<file path="config.mk">
export PLATFORM = sky130hd
export DESIGN_NAME = matrix_input_assembler
export DESIGN_NICKNAME = d
export VERILOG_FILES = /design/src/rtl/matrix_input_assembler.sv
export SDC_FILE = /design/constraint.sdc
export NUM_CORES = 1
export LEC_CHECK = 0
export BUFFER_PORTS_ARGS = -buffer_cell sky130_fd_sc_hd__buf_2
export CAP_MARGIN = 30
export CORE_MARGIN = 2
export CORE_UTILIZATION = 46
export CTS_BUF_LIST = sky130_fd_sc_hd__clkbuf_4 sky130_fd_sc_hd__clkbuf_8
export DETAILED_ROUTE_END_ITERATION = 10
export PLACE_DENSITY = 0.7
export SYNTH_ARGS = -nofsm -noshare
export SYNTH_HDL_FRONTEND = slang
export SYNTH_SLANG_ARGS = --single-unit
</file>
<file path="constraint.sdc">
create_clock -name clk -period 3.7 [get_ports clk]
set_input_delay 0.555 -clock clk [delete_from_list [all_inputs] [get_ports clk]]
set_output_delay 0.555 -clock clk [all_outputs]
set_load 0.005 [all_outputs]
</file>
<file path="src/rtl/matrix_input_assembler.sv">
// Serial matrix assembler: takes row, column, then row-major elements and commits a flat matrix to a rotating slot.
// Optional INPUT_RANGE_CHECK_EN rejects data elements greater than ELEM_MAX.
module matrix_input_assembler #(
    parameter int DATA_WIDTH = 8,
    parameter int MAX_SIZE   = 5,
    parameter int MATRIX_NUM = 8,
    parameter int ELEM_MAX   = 9
) (
    input  logic                    clk,
    input  logic                    rst_n,
    input  logic                    start,
    input  logic                    abort,
    input  logic                    in_valid,
    input  logic [DATA_WIDTH-1:0]   in_data,
    output logic                    in_ready,
    output logic                    wr_en,
    output logic [2:0]              target_idx,
    output logic [2:0]              write_row,
    output logic [2:0]              write_col,
    output logic [25*DATA_WIDTH-1:0] data_flat,
    output logic                    busy,
    output logic                    err,
    output logic [4:0]              elem_cnt,
    output logic [2:0]              fsm_state
);

    // Handshake: a word transfers on a rising edge where in_valid and in_ready are both high;
    // in_ready depends only on state, and abort wins over a transfer in the same cycle.
    typedef enum logic [2:0] {IDLE, GET_ROW, GET_COL, GET_DATA, COMMIT} state_t;

    localparam logic [DATA_WIDTH-1:0] SIZE_LIMIT = DATA_WIDTH'(MAX_SIZE);
    localparam logic [DATA_WIDTH-1:0] ELEM_LIMIT = DATA_WIDTH'(ELEM_MAX);

    state_t     state, next_state;
    logic       size_ok, elem_ok;
    logic [5:0] product, cnt_inc;
    logic       clear, load_row, load_col, store_elem, reject, bump_idx;

    assign size_ok = (in_data != '0) && (in_data <= SIZE_LIMIT);
`ifdef INPUT_RANGE_CHECK_EN
    assign elem_ok = (in_data <= ELEM_LIMIT);
`else
    assign elem_ok = 1'b1;
`endif

    // 6-bit product so 5x5 = 25 does not wrap.
    assign product   = {3'b000, write_row} * {3'b000, write_col};
    assign cnt_inc   = {1'b0, elem_cnt} + 6'd1;
    assign fsm_state = state;

    always_ff @(posedge clk or negedge rst_n) begin
        if (!rst_n) state <= IDLE;
        else        state <= next_state;
    end

    always_comb begin
        next_state = state;
        in_ready   = 1'b0;
        busy       = 1'b1;
        wr_en      = 1'b0;
        clear      = 1'b0;
        load_row   = 1'b0;
        load_col   = 1'b0;
        store_elem = 1'b0;
        reject     = 1'b0;
        bump_idx   = 1'b0;
        case (state)
            IDLE: begin
                busy = 1'b0;
                if (start) begin
                    clear      = 1'b1;
                    next_state = GET_ROW;
                end
            end
            GET_ROW: begin
                in_ready = 1'b1;
                if (abort) next_state = IDLE;
                else if (in_valid) begin
                    if (size_ok) begin
                        load_row   = 1'b1;
                        next_state = GET_COL;
                    end else begin
                        reject     = 1'b1;
                        next_state = IDLE;
                    end
                end
            end
            GET_COL: begin
                in_ready = 1'b1;
                if (abort) next_state = IDLE;
                else if (in_valid) begin
                    if (size_ok) begin
                        load_col   = 1'b1;
                        next_state = GET_DATA;
                    end else begin
                        reject     = 1'b1;
                        next_state = IDLE;
                    end
                end
            end
            GET_DATA: begin
                in_ready = 1'b1;
                if (abort) next_state = IDLE;
                else if (in_valid) begin
                    if (elem_ok) begin
                        store_elem = 1'b1;
                        if (cnt_inc == product) next_state = COMMIT;
                    end else begin
                        reject = 1'b1;
                    end
                end
            end
            COMMIT: begin
                wr_en      = 1'b1;
                bump_idx   = 1'b1;
                next_state = IDLE;
            end
            default: next_state = IDLE;
        endcase
    end

    always_ff @(posedge clk or negedge rst_n) begin
        if (!rst_n) begin
            target_idx <= '0;
            write_row  <= '0;
            write_col  <= '0;
            data_flat  <= '0;
            elem_cnt   <= '0;
            err        <= 1'b0;
        end else begin
            err <= reject;
            if (clear) begin
                data_flat <= '0;
                elem_cnt  <= '0;
            end
            if (load_row) write_row <= in_data[2:0];
            if (load_col) write_col <= in_data[2:0];
            if (store_elem) begin
                data_flat[int'(elem_cnt)*DATA_WIDTH +: DATA_WIDTH] <= in_data;
                elem_cnt <= elem_cnt + 5'd1;
            end
            if (bump_idx) begin
                if (target_idx == 3'(MATRIX_NUM - 1)) target_idx <= '0;
                else                                  target_idx <= target_idx + 3'd1;
            end
        end
    end

endmodule

</file>
==> qor.yml, run 1 <==
yosys:
  synth.area.mux_share_pct: 2.199
  postSynthCellCount: 985
  ys.flop_type: "dfrtp_1"
  ys_seq_area_share_pct: 56.72
  syn_area_per_cell_um2: 9.764
  synth_edf_count: 0
  async_flop_share_pct: 100.0
  ys_types: 49
  synthAdderAreaFrac_pct: 1.717
  synthXorXnorAreaFrac_pct: 1.275
  synthSimpleGateAreaFrac_pct: 20.33
  synth.net_count: 1010
  ys_warn_count: 0
  ys_ff_latch: 218
  synth_compound_area_share_pct: 13.28
  synth_top_family_by_area: "simple AND/OR/NAND/NOR gates"
  netlist_area_um2: 9618
clocking:
  cts_sinks: 218
  cts_hold_buf: 0
  cts.clk_slew.worst_paths_ns: 0.06
  cts_tree: "built"
  htreeDepth: 2
  cts_setup_buffers: 0
  clk_latency_ns: 0.52
  root_buffer: "clkbuf_8"
  cts_buffer_depth: 3
  numCtsBuffers: 37
  post_cts_resized: 0
global_routing:
  grt_overflow_total: 0
  grt_pass1_vias: 7858
  grt_use_total_pct: 25.77
  grt_pass1_wl_mm: 44.59
  antenna_found_initial: 0
  grt_max_degree: 99
critical_path:
  reg2reg_from: "write_col[2]$_DFFE_PN0P_"
  worstPathMaxFanout: 5
  cp-end-kind: "flop"
  crit_required_ns: 4.08
  r2r_end: "fsm_state[1]$_DFFE_PN0P_"
  crit_chain: "and2_1 > fa_1 > ha_1 > fa_1 > xor2_1 > xnor2_1 > or4_1 > a311oi_1 > o21ai_0"
  worst_path_max_delay_cell: "or4_1"
  arrival_ns: 3.57
  reg2regPathDepth: 9
  crit_type: "reg -> reg"
  cpPeakStageDelay_ns: 0.52
  critPathMostFrequentCell: "fa_1"
  rrSetupSlack_ns: 0.51
  startpoint_type: "flop"
final_layout:
  nets: 1220
  syn2layout_area_growth_pct: 21.11
  final_util_pct: 57.20
  antenna-diode-count: 0
  n_fill_cell: 1825
  final_cell_count_no_fill: 1484
  drive_gt1_share_pct: 28.17
  seqCellArea_um2: 5455
  multi_input_area_um2: 3755
power:
  comb_power_share_pct: 5.8
  p_switching_mw: 1.170
  intPower_mw: 3.614
  power_density_nw_per_um2: 410.7
  power_frac_clock_pct: 44.0
  power_frac_seq_pct: 50.2
  leakagePower_nw: 5.859
  switching_share_pct: 24.46
  ir_drop_mv: 0.2595
placement:
  dp.cells: 1426
  gp_congestion: 0.8623
  place.port_buffers: 233
  place_hpwl_mm: 18.88
drt:
  drt_iter0_drc: 455
  viasPerCell: 5.479
  ant_nets: 0
  first_pass_iters: 4
  wire_per_inst_um: 18.96
  vias: 8131
  drcViolationCount: 0
  wl_mm: 28.14
sta:
  slew_headroom_pct: 31.90
  fin_crit_sh_pct: 86.20
  clock_skew_ns: 0.02025
  hold_viol_final: 0
  maxSlewViolCount: 0
  tightest_slew_ns: 1.007
  fmax_ghz: 0.3135
  finalSetupViolations: 0
  rsz0062_at_grt: "false"
  post-route-min-period_ns: 3.190
  fin_tns_setup_ns: 0
floorplanning:
  top_level_ports: 234
  die-area_um2: 22080
  floorplan.rows: 52
  core_area_um2: 20360
  initial_core_util_pct: 47.23
  die_height_um: 148.6
  die_w_um: 148.6
hold_path:
  hp-class: "in -> async"
flow_run:
  drv_cap: 0
run_status:
  status: "completed"
[worst max-delay path: cells and delay by family (launching register included)]
kind,cells,cell delay [ns]
adder cells (fa/ha/maj),3,1.18
AND/OR/NAND/NOR,2,0.71
AO/OA/AOI/OAI,2,0.46
flip-flops,1,0.41
XOR/XNOR,2,0.31
[cells in the mapped netlist (all sizes together), types with 11 or more instances]
cell | n | area, um^2
dfrtp | 218 | 5455
o21ai | 198 | 991.0
nand2 | 153 | 574.3
nand3 | 143 | 720.7
clkbuf | 47 | 176.4
buf | 34 | 212.7
a21oi | 21 | 105.1
nor2 | 18 | 67.56
nor4 | 13 | 142.6
o31ai | 13 | 117.6
inv | 11 | 41.29
mux2i | 11 | 110.1
[sequential cells by signal (all words and copies together), names as in the netlist]
register / count
write_col: 3
write_row: 3
data_flat: 200
fsm_state: 3
elem_cnt: 5
err: 1
target_idx: 3
[cells in the final DEF, fill, tap and decap left out, types with 11 or more instances in the layout]
| master | instances |
|---|---|
| a21oi_1 | 21 |
| buf_2 | 232 |
| buf_4 | 16 |
| clkbuf_4 | 12 |
| clkbuf_8 | 43 |
| dfrtp_1 | 218 |
| inv_1 | 11 |
| mux2i_1 | 11 |
| nand2_1 | 153 |
| nand3_1 | 142 |
| nor2_1 | 18 |
| o21ai_0 | 153 |
| o21ai_1 | 45 |
[power groups by stage]
stage / sequential (mW) / clock (mW) / combinational [mW]
after global routing: 2.40 / 2.26 / 0.305
after CTS: 2.40 / 2.14 / 0.282
after global placement: 2.45 / 0 / 0.279
after detailed placement: 2.45 / 0 / 0.281
final: 2.40 / 2.10 / 0.276
after floorplan: 2.44 / 0 / 0.146
[per-layer routing]
metal / global-route usage (%) / wire length [um] / vias to the layer above
met4: 8.238 / 676 / 0
li1: - / - / 3873
met3: 6.687 / 2272 / 54
met5: 0 / 0 / -
met2: 39.17 / 12680 / 298
met1: 36.45 / 12520 / 3906
[per-stage QoR]
stage | setup WS (ns) | power, mW | area [um^2] | hold WS (ns)
finish | 0.5105 | 4.784 | 11650 | 0.07368
global route | 0.2706 | 4.967 | 11650 | 0.1381
CTS | 0.5006 | 4.828 | 11650 | 0.1008
detailed placement | 0.4939 | 2.726 | 10950 | 0.4755
global placement | 0.5982 | 2.724 | 10950 | 0.4676
floorplan | 0.5954 | 2.585 | 9618 | 0.2594
[worst max path at each step]
stage          cells past startpoint                       end  slack (ns)                startpoint
5_1_grt                           10   data_flat[93]$_DFF_PN0_        0.27   elem_cnt[1]$_DFFE_PN0P_
4_1_cts                            9  fsm_state[1]$_DFFE_PN0P_        0.50  write_col[2]$_DFFE_PN0P_
6_report                           9  fsm_state[1]$_DFFE_PN0P_        0.51  write_col[2]$_DFFE_PN0P_
3_3_place_gp                      10  data_flat[122]$_DFF_PN0_        0.60   elem_cnt[1]$_DFFE_PN0P_
2_1_floorplan                     14  data_flat[127]$_DFF_PN0_        0.60   elem_cnt[0]$_DFFE_PN0P_
3_5_place_dp                       9  fsm_state[1]$_DFFE_PN0P_        0.49  write_col[2]$_DFFE_PN0P_
[logic make-up after synthesis]
group	count (synthesis)
and+or+nand+nor	389
AOI/OAI and AO/OA	240
DFF	218
buffers and inverters	92
muxes	20
xor gates and xnor gates	14
adders and majority gates	12
[final cells by class]
cell class,count,share of cell area (%)
clock inverters,3,0.1826
inverters,11,0.3545
repair buffers,252,11.64
multi-input cells,675,32.23
flip-flops and latches,218,46.83
well taps,270,2.900
clock buffers,55,5.854
Power figures use the tool's default switching activity.
==> inputs of run 2 (changes only) <==
- CORE_MARGIN: 2 -> 10
- SLEW_MARGIN: unset -> 10
==> run 2 against run 1 <==
Effect of this change:
- power rose by 0.39%
- register-to-register slack better by 0.02 ns
- core utilization is essentially flat
- global-route usage decreased by 3.7 points
- final cell count up 0.34%
- die area rose by 23%
- worst hold slack worse by 0.014 ns
- clock skew is 0.0014 ns higher
- via count up 1.8%
- sequential cell count stayed put
- critical path depth up 1
- highest routed layer unchanged
==> qor.yml, run 2 (synthesized netlist as in run 1, its figures left out) <==
floorplanning:
  core_area_um2: 20430
  floorplan.rows: 52
  initial_core_util_pct: 47.08
  top_level_ports: 234
  die_w_um: 164.6
  die-area_um2: 27090
  die_height_um: 164.6
global_routing:
  antenna_found_initial: 0
  grtUsageMet1_pct: 29.49
  grt_use_met3_pct: 7.394
  grt_use_total_pct: 22.03
  grt_max_degree: 99
  grt_use_met2_pct: 33.51
  grt_overflow_total: 0
  grt_pass1_vias: 8204
  top_usage_layer: "met2"
  grt_pass1_wl_mm: 47.37
final_layout:
  layout_commonest_cell: "buf_2"
  antenna-diode-count: 0
  reg_top3: "data_flat x200, elem_cnt x5"
  final_cell_mix: "232 x buf_2, 218 x dfrtp_1, 153 x nand2_1, 153 x o21ai_0, 142 x nand3_1"
  syn2layout_area_growth_pct: 21.40
  largest_register_ffs: 200
  nets: 1223
  largest-register: "data_flat"
  design_area_um2: 11680
  drive_gt1_share_pct: 28.47
sta:
  fin_ws_ns: 0.5276
  fin_tns_setup_ns: 0
  rsz0062_at_grt: "false"
  clock_skew_ns: 0.02168
  fmax_ghz: 0.3152
  finalSetupViolations: 0
  whs_ns: 0.05952
  fin_crit_sh_pct: 85.74
  slew_headroom_pct: 37.46
  post-route-min-period_ns: 3.172
  hold_viol_final: 0
  maxSlewViolCount: 0
  tightest_slew_ns: 0.9251
drt:
  wire_per_inst_um: 20.30
  drcViolationCount: 0
  first_pass_iters: 5
  vias: 8278
  viasPerCell: 5.559
  drt_iter0_drc: 521
  ant_nets: 0
  wl_mm: 30.23
clocking:
  cts_tree: "built"
  htreeDepth: 2
  numCtsBuffers: 37
  cts_sinks: 218
  cts.clk_slew.worst_paths_ns: 0.06
  cts_setup_buffers: 0
  root_buffer: "clkbuf_8"
  post_cts_resized: 0
  cts_buffer_depth: 3
  clk_latency_ns: 0.53
  cts_hold_buf: 0
placement:
  pre_cts_ws_ns: 0.5301
  place_hpwl_mm: 20.94
  dpl_cell_area_um2: 10950
  place.port_buffers: 233
  gp_congestion: 0.8381
critical_path:
  cp-end-kind: "flop"
  arrival_ns: 3.56
  crit_type: "reg -> reg"
  startpoint_type: "flop"
  worstPathMaxFanout: 16
  reg2regPathDepth: 10
  crit_required_ns: 4.09
flow_run:
  drv_cap: 0
run_status:
  status: "completed"
power:
  ir_drop_mv: 0.2231
  leakagePower_nw: 5.888
  power_density_nw_per_um2: 411.3
hold_path:
  hp-class: "in -> async"
==> run 2: changes by cell type in the layout (fill, tap and decap cells not counted), sizes merged <==
cell and delta:
clkinvlp -1, clkinv +4, buf +3, clkbuf -1
==> run 2: area by class of cell <==
| type | count | area [um^2] |
|---|---|---|
| Tap cell | 270 | 337.8 |
| Fill cell | 1818 | 8753 |
| Clock buffer | 54 | 686.9 |
| Inverter | 11 | 41.29 |
| Timing Repair Buffer | 255 | 1366 |
| Clock inverter | 6 | 33.78 |
| Sequential cell | 218 | 5455 |
| Multi-Input combinational cell | 675 | 3755 |
==> run 2: power by group <==
| group | switching [mW] | total [mW] | leakage, nW | internal [mW] |
|---|---|---|---|---|
| Clock | 0.939 | 2.12 | 0.389 | 1.18 |
| Combinational | 0.222 | 0.276 | 2.45 | 0.0536 |
| Sequential | 0.0122 | 2.40 | 3.04 | 2.39 |
| Total | 1.17 | 4.80 | 5.89 | 3.63 |
==> run 2: layer usage <==
layer  routed length, um  share of wire (%)
met1               12750                 42
met4                 562                1.9
met2               13810                 46
met3                3113                 10
met5                   0                  0
==> run 2: worst paths after layout <==
kind                                          from                       end  slack (ns)
max                        elem_cnt[1]$_DFFE_PN0P_  data_flat[120]$_DFF_PN0_        0.53
min                                          rst_n   data_flat[48]$_DFF_PN0_        0.06
max reg2reg                elem_cnt[1]$_DFFE_PN0P_  data_flat[120]$_DFF_PN0_        0.53
min reg2reg                data_flat[68]$_DFF_PN0_   data_flat[68]$_DFF_PN0_        0.49
max in group asynchronous                    rst_n  write_row[1]$_DFFE_PN0P_        2.74
min in group clk                          in_valid             err$_DFF_PN0_        0.36
==> run 2: critical path: stages, from the launching register on <==
cell	delay, ns
dfrtp_1	0.45
inv_1	0.09
ha_1	0.25
nand2b_1	0.12
nor2_1	0.05
ha_1	0.33
inv_1	0.07
or3_1	0.64
or4_1	0.78
nand3_1	0.19
o21ai_1	0.08
==> run 2: stage by stage <==
stage | total power [mW] | utilization, % | instances
3_3_place_gp | 2.726 | 53.59 | 1428
2_1_floorplan | 2.585 | - | 985
6_report | 4.802 | 57.15 | 1489
5_1_grt | 4.974 | 57.15 | 1489
4_1_cts | 4.844 | 57.12 | 1488
3_5_place_dp | 2.725 | 53.59 | 1428
